## src/rtl/ov7670_config_seq.sv

```systemverilog
// OV7670 configuration sequencer: walks the register table from index 0 and issues
// each entry as one SCCB transaction, with power-up/soft-reset delays, NACK retries and read capture.
module ov7670_config_seq #(
    parameter logic [23:0] PWRUP_CYCLES      = 24'd1_000_000,
    parameter logic [23:0] RESET_WAIT_CYCLES = 24'd1_000_000,
    parameter logic [15:0] GAP_CYCLES        = 16'd100,
    parameter int unsigned MAX_RETRIES       = 3,
    parameter logic [6:0]  LAST_INDEX        = 7'd127
) (
    input  logic        clk_i,
    input  logic        rst_i,
    input  logic        start_i,
    output logic [6:0]  index_o,
    input  logic [16:0] data_i,
    output logic        cmd_valid_o,
    input  logic        cmd_ready_i,
    output logic [7:0]  cmd_addr_o,
    output logic [7:0]  cmd_data_o,
    output logic        cmd_rw_o,
    input  logic        cmd_done_i,
    input  logic        cmd_nack_i,
    input  logic [7:0]  cmd_rdata_i,
    output logic        rd_valid_o,
    output logic [7:0]  rd_addr_o,
    output logic [7:0]  rd_data_o,
    output logic        busy_o,
    output logic        done_o,
    output logic        error_o,
    output logic [6:0]  err_index_o
);

    typedef enum logic [3:0] {
        ST_IDLE,
        ST_PWRUP,
        ST_FETCH,
        ST_ISSUE,
        ST_WAIT,
        ST_SETTLE,
        ST_GAP,
        ST_DONE,
        ST_ERROR
    } state_t;

    // A programmed delay of zero still spends one cycle in the counting state.
    localparam logic [23:0] PWRUP_LOAD  = (PWRUP_CYCLES == '0) ? 24'd1 : PWRUP_CYCLES;
    localparam logic [23:0] SETTLE_LOAD = (RESET_WAIT_CYCLES == '0) ? 24'd1 : RESET_WAIT_CYCLES;
    localparam logic [23:0] GAP_LOAD    = (GAP_CYCLES == '0) ? 24'd1 : {8'd0, GAP_CYCLES};
    localparam logic [7:0]  MAX_RETRY_CNT = 8'(MAX_RETRIES);

    state_t      state, state_next;
    logic [23:0] delay_cnt;
    logic [7:0]  retry_cnt;
    logic        retrying;

    logic [23:0] delay_load;
    logic        delay_set;
    logic        start_acc;
    logic        fetch_en;
    logic        retry_inc;
    logic        ack_done;
    logic        abort;
    logic        index_inc;
    logic        finish;

    logic delay_expired;
    logic is_terminator;
    logic is_soft_reset;

    assign delay_expired = (delay_cnt <= 24'd1);
    assign is_terminator = (data_i[16:1] == 16'hffff);
    assign is_soft_reset = cmd_rw_o && (cmd_addr_o == 8'h12) && cmd_data_o[7];

    always_comb begin
        state_next = state;
        delay_load = '0;
        delay_set  = 1'b0;
        start_acc  = 1'b0;
        fetch_en   = 1'b0;
        retry_inc  = 1'b0;
        ack_done   = 1'b0;
        abort      = 1'b0;
        index_inc  = 1'b0;
        finish     = 1'b0;
        case (state)
            ST_IDLE, ST_DONE, ST_ERROR: begin
                if (start_i) begin
                    state_next = ST_PWRUP;
                    delay_load = PWRUP_LOAD;
                    delay_set  = 1'b1;
                    start_acc  = 1'b1;
                end
            end
            ST_PWRUP: begin
                if (delay_expired) begin
                    state_next = ST_FETCH;
                end
            end
            ST_FETCH: begin
                fetch_en = 1'b1;
                if (is_terminator) begin
                    state_next = ST_DONE;
                    finish     = 1'b1;
                end else begin
                    state_next = ST_ISSUE;
                end
            end
            ST_ISSUE: begin
                if (cmd_ready_i) begin
                    state_next = ST_WAIT;
                end
            end
            ST_WAIT: begin
                if (cmd_done_i) begin
                    if (cmd_nack_i) begin
                        if (retry_cnt < MAX_RETRY_CNT) begin
                            state_next = ST_GAP;
                            delay_load = GAP_LOAD;
                            delay_set  = 1'b1;
                            retry_inc  = 1'b1;
                        end else begin
                            state_next = ST_ERROR;
                            abort      = 1'b1;
                        end
                    end else begin
                        ack_done  = 1'b1;
                        delay_set = 1'b1;
                        if (is_soft_reset) begin
                            state_next = ST_SETTLE;
                            delay_load = SETTLE_LOAD;
                        end else begin
                            state_next = ST_GAP;
                            delay_load = GAP_LOAD;
                        end
                    end
                end
            end
            ST_SETTLE, ST_GAP: begin
                if (delay_expired) begin
                    if (retrying) begin
                        state_next = ST_ISSUE;
                    end else if (index_o == LAST_INDEX) begin
                        state_next = ST_DONE;
                        finish     = 1'b1;
                    end else begin
                        state_next = ST_FETCH;
                        index_inc  = 1'b1;
                    end
                end
            end
            default: state_next = ST_IDLE;
        endcase
    end

    always_ff @(posedge clk_i) begin
        if (rst_i) begin
            state       <= ST_IDLE;
            delay_cnt   <= '0;
            retry_cnt   <= '0;
            retrying    <= 1'b0;
            index_o     <= '0;
            cmd_valid_o <= 1'b0;
            cmd_addr_o  <= '0;
            cmd_data_o  <= '0;
            cmd_rw_o    <= 1'b0;
            rd_valid_o  <= 1'b0;
            rd_addr_o   <= '0;
            rd_data_o   <= '0;
            busy_o      <= 1'b0;
            done_o      <= 1'b0;
            error_o     <= 1'b0;
            err_index_o <= '0;
        end else begin
            state       <= state_next;
            cmd_valid_o <= (state_next == ST_ISSUE);
            rd_valid_o  <= 1'b0;

            if (delay_set) begin
                delay_cnt <= delay_load;
            end else if ((state == ST_PWRUP || state == ST_SETTLE || state == ST_GAP) &&
                         delay_cnt != '0) begin
                delay_cnt <= delay_cnt - 24'd1;
            end

            if (start_acc) begin
                index_o   <= '0;
                done_o    <= 1'b0;
                error_o   <= 1'b0;
                busy_o    <= 1'b1;
                retry_cnt <= '0;
                retrying  <= 1'b0;
            end

            if (fetch_en) begin
                cmd_addr_o <= data_i[16:9];
                cmd_data_o <= data_i[8:1];
                cmd_rw_o   <= data_i[0];
                retry_cnt  <= '0;
                retrying   <= 1'b0;
            end

            if (retry_inc) begin
                retry_cnt <= retry_cnt + 8'd1;
                retrying  <= 1'b1;
            end

            if (ack_done) begin
                retrying <= 1'b0;
                if (!cmd_rw_o) begin
                    rd_valid_o <= 1'b1;
                    rd_addr_o  <= cmd_addr_o;
                    rd_data_o  <= cmd_rdata_i;
                end
            end

            if (abort) begin
                err_index_o <= index_o;
                error_o     <= 1'b1;
                busy_o      <= 1'b0;
            end

            if (index_inc) begin
                index_o <= index_o + 7'd1;
            end

            if (finish) begin
                done_o <= 1'b1;
                busy_o <= 1'b0;
            end
        end
    end

endmodule
```

## config.mk

```make
export PLATFORM = sky130hd
export DESIGN_NAME = ov7670_config_seq
export DESIGN_NICKNAME = d
export VERILOG_FILES = /design/src/rtl/ov7670_config_seq.sv
export SDC_FILE = /design/constraint.sdc
export NUM_CORES = 1
export LEC_CHECK = 0
export ABC_AREA = 1
export BUFFER_PORTS_ARGS = -buffer_cell sky130_fd_sc_hd__buf_4
export CORE_MARGIN = 2
export CORE_UTILIZATION = 53
export CTS_CLUSTER_SIZE = 12
export DETAILED_ROUTE_END_ITERATION = 8
export PLACE_DENSITY = 0.77
export SLEW_MARGIN = 30
export SYNTH_ARGS = -nofsm -noshare
export SYNTH_HDL_FRONTEND = slang
export SYNTH_SLANG_ARGS = --single-unit
```

## constraint.sdc

```tcl
create_clock -name clk_i -period 3.1 [get_ports clk_i]
set_input_delay 0.775 -clock clk_i [delete_from_list [all_inputs] [get_ports clk_i]]
set_output_delay 0.775 -clock clk_i [all_outputs]
set_load 0.01 [all_outputs]
```

==> flow_summary.html <==
<table>
<tr><th>Metric</th><th>Value</th></tr>
<tr><th colspan="2">Finish</th></tr>
<tr><td>Post-layout net count</td><td>747</td></tr>
<tr><td>Number of fill cells</td><td>758</td></tr>
<tr><td>Area added between synthesis and finish</td><td>20.1%</td></tr>
<tr><td>Antenna cells</td><td>0</td></tr>
<tr><td>Layout cells sized above 1</td><td>17.3%</td></tr>
<tr><th colspan="2">Critical path</th></tr>
<tr><td>Setup slack, reg-to-reg</td><td>0.87 ns</td></tr>
<tr><td>Critical Path Start Type</td><td>flip-flop</td></tr>
<tr><td>CP Data Required Time</td><td>3.39 ns</td></tr>
<tr><td>Crit path max fanout</td><td>11</td></tr>
<tr><td>Data arrival at the endpoint of the critical path</td><td>2.52 ns</td></tr>
<tr><td>Crit. End Element</td><td>flip-flop</td></tr>
<tr><td>Crit Path Class</td><td>flip-flop to flip-flop</td></tr>
<tr><th colspan="2">STA</th></tr>
<tr><td>Crit share post-route</td><td>72.0%</td></tr>
<tr><td>Number of max-slew violations in the final report</td><td>0</td></tr>
<tr><td>Setup repair after global routing missed its margin</td><td>false</td></tr>
<tr><td>Minimum period implied by the final worst setup slack</td><td>2.23 ns</td></tr>
<tr><td>Worst slew margin</td><td>51.8%</td></tr>
<tr><td>Final Skew</td><td>0.0107 ns</td></tr>
<tr><td>Total of endpoints with negative setup slack in the final report</td><td>0</td></tr>
<tr><td>Peak clock frequency supported by timing</td><td>0.448 GHz</td></tr>
<tr><td>Worst Setup Slack, final</td><td>0.867 ns</td></tr>
<tr><td>Sum of negative setup slack</td><td>0 ns</td></tr>
<tr><td>Number of hold violations in the final report</td><td>0</td></tr>
<tr><td>Slew at the pin closest to its max-slew limit</td><td>0.722 ns</td></tr>
<tr><th colspan="2">Floorplanning</th></tr>
<tr><td>Core Region</td><td>8090 µm²</td></tr>
<tr><td>Die extent in y</td><td>94.5 µm</td></tr>
<tr><td>Number of top-level design ports</td><td>83</td></tr>
<tr><td>Row count</td><td>33</td></tr>
<tr><td>Die span in x</td><td>94.5 µm</td></tr>
<tr><td>DIE AREA</td><td>8940 µm²</td></tr>
<tr><td>Starting density of the core</td><td>53.7%</td></tr>
<tr><th colspan="2">Place</th></tr>
<tr><td>Placer's final routability congestion estimate</td><td>0.878</td></tr>
<tr><td>HPWL after detailed placement</td><td>8040 µm</td></tr>
<tr><td>IO Port Bufs</td><td>82</td></tr>
<tr><td>Pre-CTS setup slack</td><td>0.752 ns</td></tr>
<tr><th colspan="2">Drt</th></tr>
<tr><td>Wire length after detailed routing</td><td>10900 µm</td></tr>
<tr><td>Overall via count from detail_route</td><td>4327</td></tr>
<tr><td>Total DRC errors in the routed layout</td><td>0</td></tr>
<tr><td>Via-to-Cell Ratio</td><td>5.27</td></tr>
<tr><td>Number of design-rule violations left by the first detailed-router iteration</td><td>252</td></tr>
<tr><td>Routed WL per cell</td><td>13.3 µm</td></tr>
<tr><td>Routed Antenna Nets</td><td>0</td></tr>
<tr><td>Initial DRT Pass Iterations</td><td>5</td></tr>
<tr><th colspan="2">CTS</th></tr>
<tr><td>TritonCTS buffer count</td><td>9</td></tr>
<tr><td>Number of buffers inserted by hold repair at cts</td><td>0</td></tr>
<tr><td>Clock sink total</td><td>89</td></tr>
<tr><td>Post-CTS setup-driven buffer insertion count</td><td>0</td></tr>
<tr><td>Clk_lat worst skew</td><td>0.35 ns</td></tr>
<tr><td>CTS tree</td><td>built</td></tr>
<tr><td>Clock input transition at the sequential cells of the worst setup and hold paths</td><td>0.09 ns</td></tr>
<tr><td>Number of buffers on the longest clock path</td><td>2</td></tr>
<tr><td>Number of instances resized during post-cts repair</td><td>0</td></tr>
<tr><td>Root buffer selected by CTS</td><td>clkbuf_8</td></tr>
<tr><td>H-tree level count</td><td>3</td></tr>
<tr><th colspan="2">Power and ir drop</th></tr>
<tr><td>Maximum VDD drop</td><td>319 µV</td></tr>
<tr><td>Power per Cell Area</td><td>784 nW/µm²</td></tr>
<tr><td>P_leak</td><td>2.42 nW</td></tr>
<tr><th colspan="2">Synth</th></tr>
<tr><td>Commonest cells in the netlist</td><td>nor2_1, nand2_1, dfxtp_1</td></tr>
<tr><td>Synth Area per Inst</td><td>6.82 µm²</td></tr>
<tr><td>YS warnings</td><td>0</td></tr>
<tr><td>Post-Syn Area</td><td>4350 µm²</td></tr>
<tr><td>Part of the Yosys area used for sequential elements</td><td>41.0%</td></tr>
<tr><td>Biggest area contributors in the synthesized netlist</td><td>dfxtp_1, nor2_1, nand2_1, o21ai_0, nand3_1</td></tr>
<tr><td>FF+latch count, synth</td><td>89</td></tr>
<tr><td>Syn Nets</td><td>673</td></tr>
<tr><td>Most frequent cell after synthesis</td><td>nor2_1</td></tr>
<tr><td>Synth Flop Type</td><td>dfxtp_1</td></tr>
<tr><td>Async set-reset flop share out of synthesis</td><td>0%</td></tr>
<tr><td>Top cell type by total area after synthesis</td><td>dfxtp_1</td></tr>
<tr><td>Synth Instances</td><td>637</td></tr>
<tr><td>Count of flip-flops with a built-in enable after synthesis</td><td>0</td></tr>
<tr><td>Yosys cell types</td><td>33</td></tr>
<tr><td>Post-synth top area share</td><td>41.0%</td></tr>
<tr><th colspan="2">Status</th></tr>
<tr><td>Result of the run</td><td>completed</td></tr>
<tr><th colspan="2">Job</th></tr>
<tr><td>Number of violations of the max-capacitance limit</td><td>0</td></tr>
<tr><th colspan="2">GRT</th></tr>
<tr><td>Initial antenna violation count</td><td>0</td></tr>
<tr><td>Remaining global-route overflow</td><td>0</td></tr>
<tr><td>First-pass GRT wire length</td><td>18300 µm</td></tr>
<tr><td>Via count of the first global-routing pass</td><td>4011</td></tr>
<tr><td>Total routing usage reported by global routing</td><td>25.6%</td></tr>
<tr><td>Maximum number of pins on one net before global-route repair</td><td>37</td></tr>
<tr><th colspan="2">Worst hold path</th></tr>
<tr><td>HP Class</td><td>flip-flop to flip-flop</td></tr>
</table>
[state kept, by name (all words and copies together), names as in the netlist, 4 cells and up]
signal,count
state,4
index_o,7
cmd_addr_o,8
rd_addr_o,8
cmd_data_o,8
rd_data_o,8
delay_cnt,24
err_index_o,7
retry_cnt,8
[cells by family after synthesis]
kind of cell / Yosys count / share of synthesized area [%]
xor gates and xnor gates: 11 / 2.22
adders and majority gates: 5 / 1.44
AOI/OAI and AO/OA: 107 / 13.1
buffers and inverters: 79 / 7.66
and+or+nand+nor: 346 / 34.6
DFF: 89 / 41.0
[per-layer routing]
layer,vias to the layer above,global-route usage [%],share of wire (%)
li1,2198,-,-
met1,1998,31.6,43
met2,110,44.3,50
met3,21,4.71,4.9
met4,0,10.0,2.1
met5,-,0,0
[path summary, 6_finish.rpt]
| path | end | cells past startpoint | from |
|---|---|---|---|
| worst max-delay path | delay_cnt[3] | 9 | delay_cnt[12] |
| worst min-delay path | retry_cnt[6] | 2 | retry_cnt[6] |
| worst max register to register | delay_cnt[3] | 9 | delay_cnt[12] |
| worst min register to register | retry_cnt[6] | 2 | retry_cnt[6] |
[through the flow]
stage | instance area, µm² | hold slack (ns) | utilization (%) | power [W] | cells
floorplan | 4350 | 0.419 | - | 0.00284 | 637
global placement | 5010 | 0.428 | 61.9 | 0.00319 | 805
detailed placement | 5010 | 0.434 | 61.9 | 0.00324 | 805
CTS | 5220 | 0.448 | 64.5 | 0.00408 | 821
global route | 5220 | 0.478 | 64.5 | 0.00440 | 821
finish | 5220 | 0.446 | 64.5 | 0.00409 | 821
[power by group]
part,switching (W),internal [W],total [W]
Sequential,0.000169,0.00129,0.00146
Combinational,0.00118,0.000600,0.00178
Clock,0.000401,0.000450,0.000851
[critical path, stage by stage (launching register included)]
cell and delay (ns):
dfxtp_1 0.37, nor2_2 0.17, nand2_1 0.13, nor2_4 0.23, nand3_1 0.10, nand2_1 0.33
inv_1 0.32, nor2_2 0.30, nand2_1 0.11, a21oi_2 0.11
[cell type report]
class / count / area (µm²) / area share (%)
clock buffers: 10 / 128 / 2.44
inverters: 58 / 223 / 4.27
well taps: 105 / 131 / 2.52
repair buffers: 84 / 643 / 12.3
flip-flops and latches: 89 / 1780 / 34.1
clock inverters: 6 / 82.6 / 1.58
multi-input cells: 469 / 2230 / 42.7
[cell usage in the layout, fill, tap and decap left out, drive strengths merged, types with 2 or more instances in the layout]
cell    instances
nor2          166
nand2         108
dfxtp          89
buf            84
o21ai          62
inv            58
nand3          43
a21oi          42
nand4          10
nor3           10
clkbuf         10
xor2            9
nand3b          6
ha              5
nor3b           3
clkinv          3
xnor2           2
bufinv          2
Note: power is estimated with default switching activity, not from simulation.
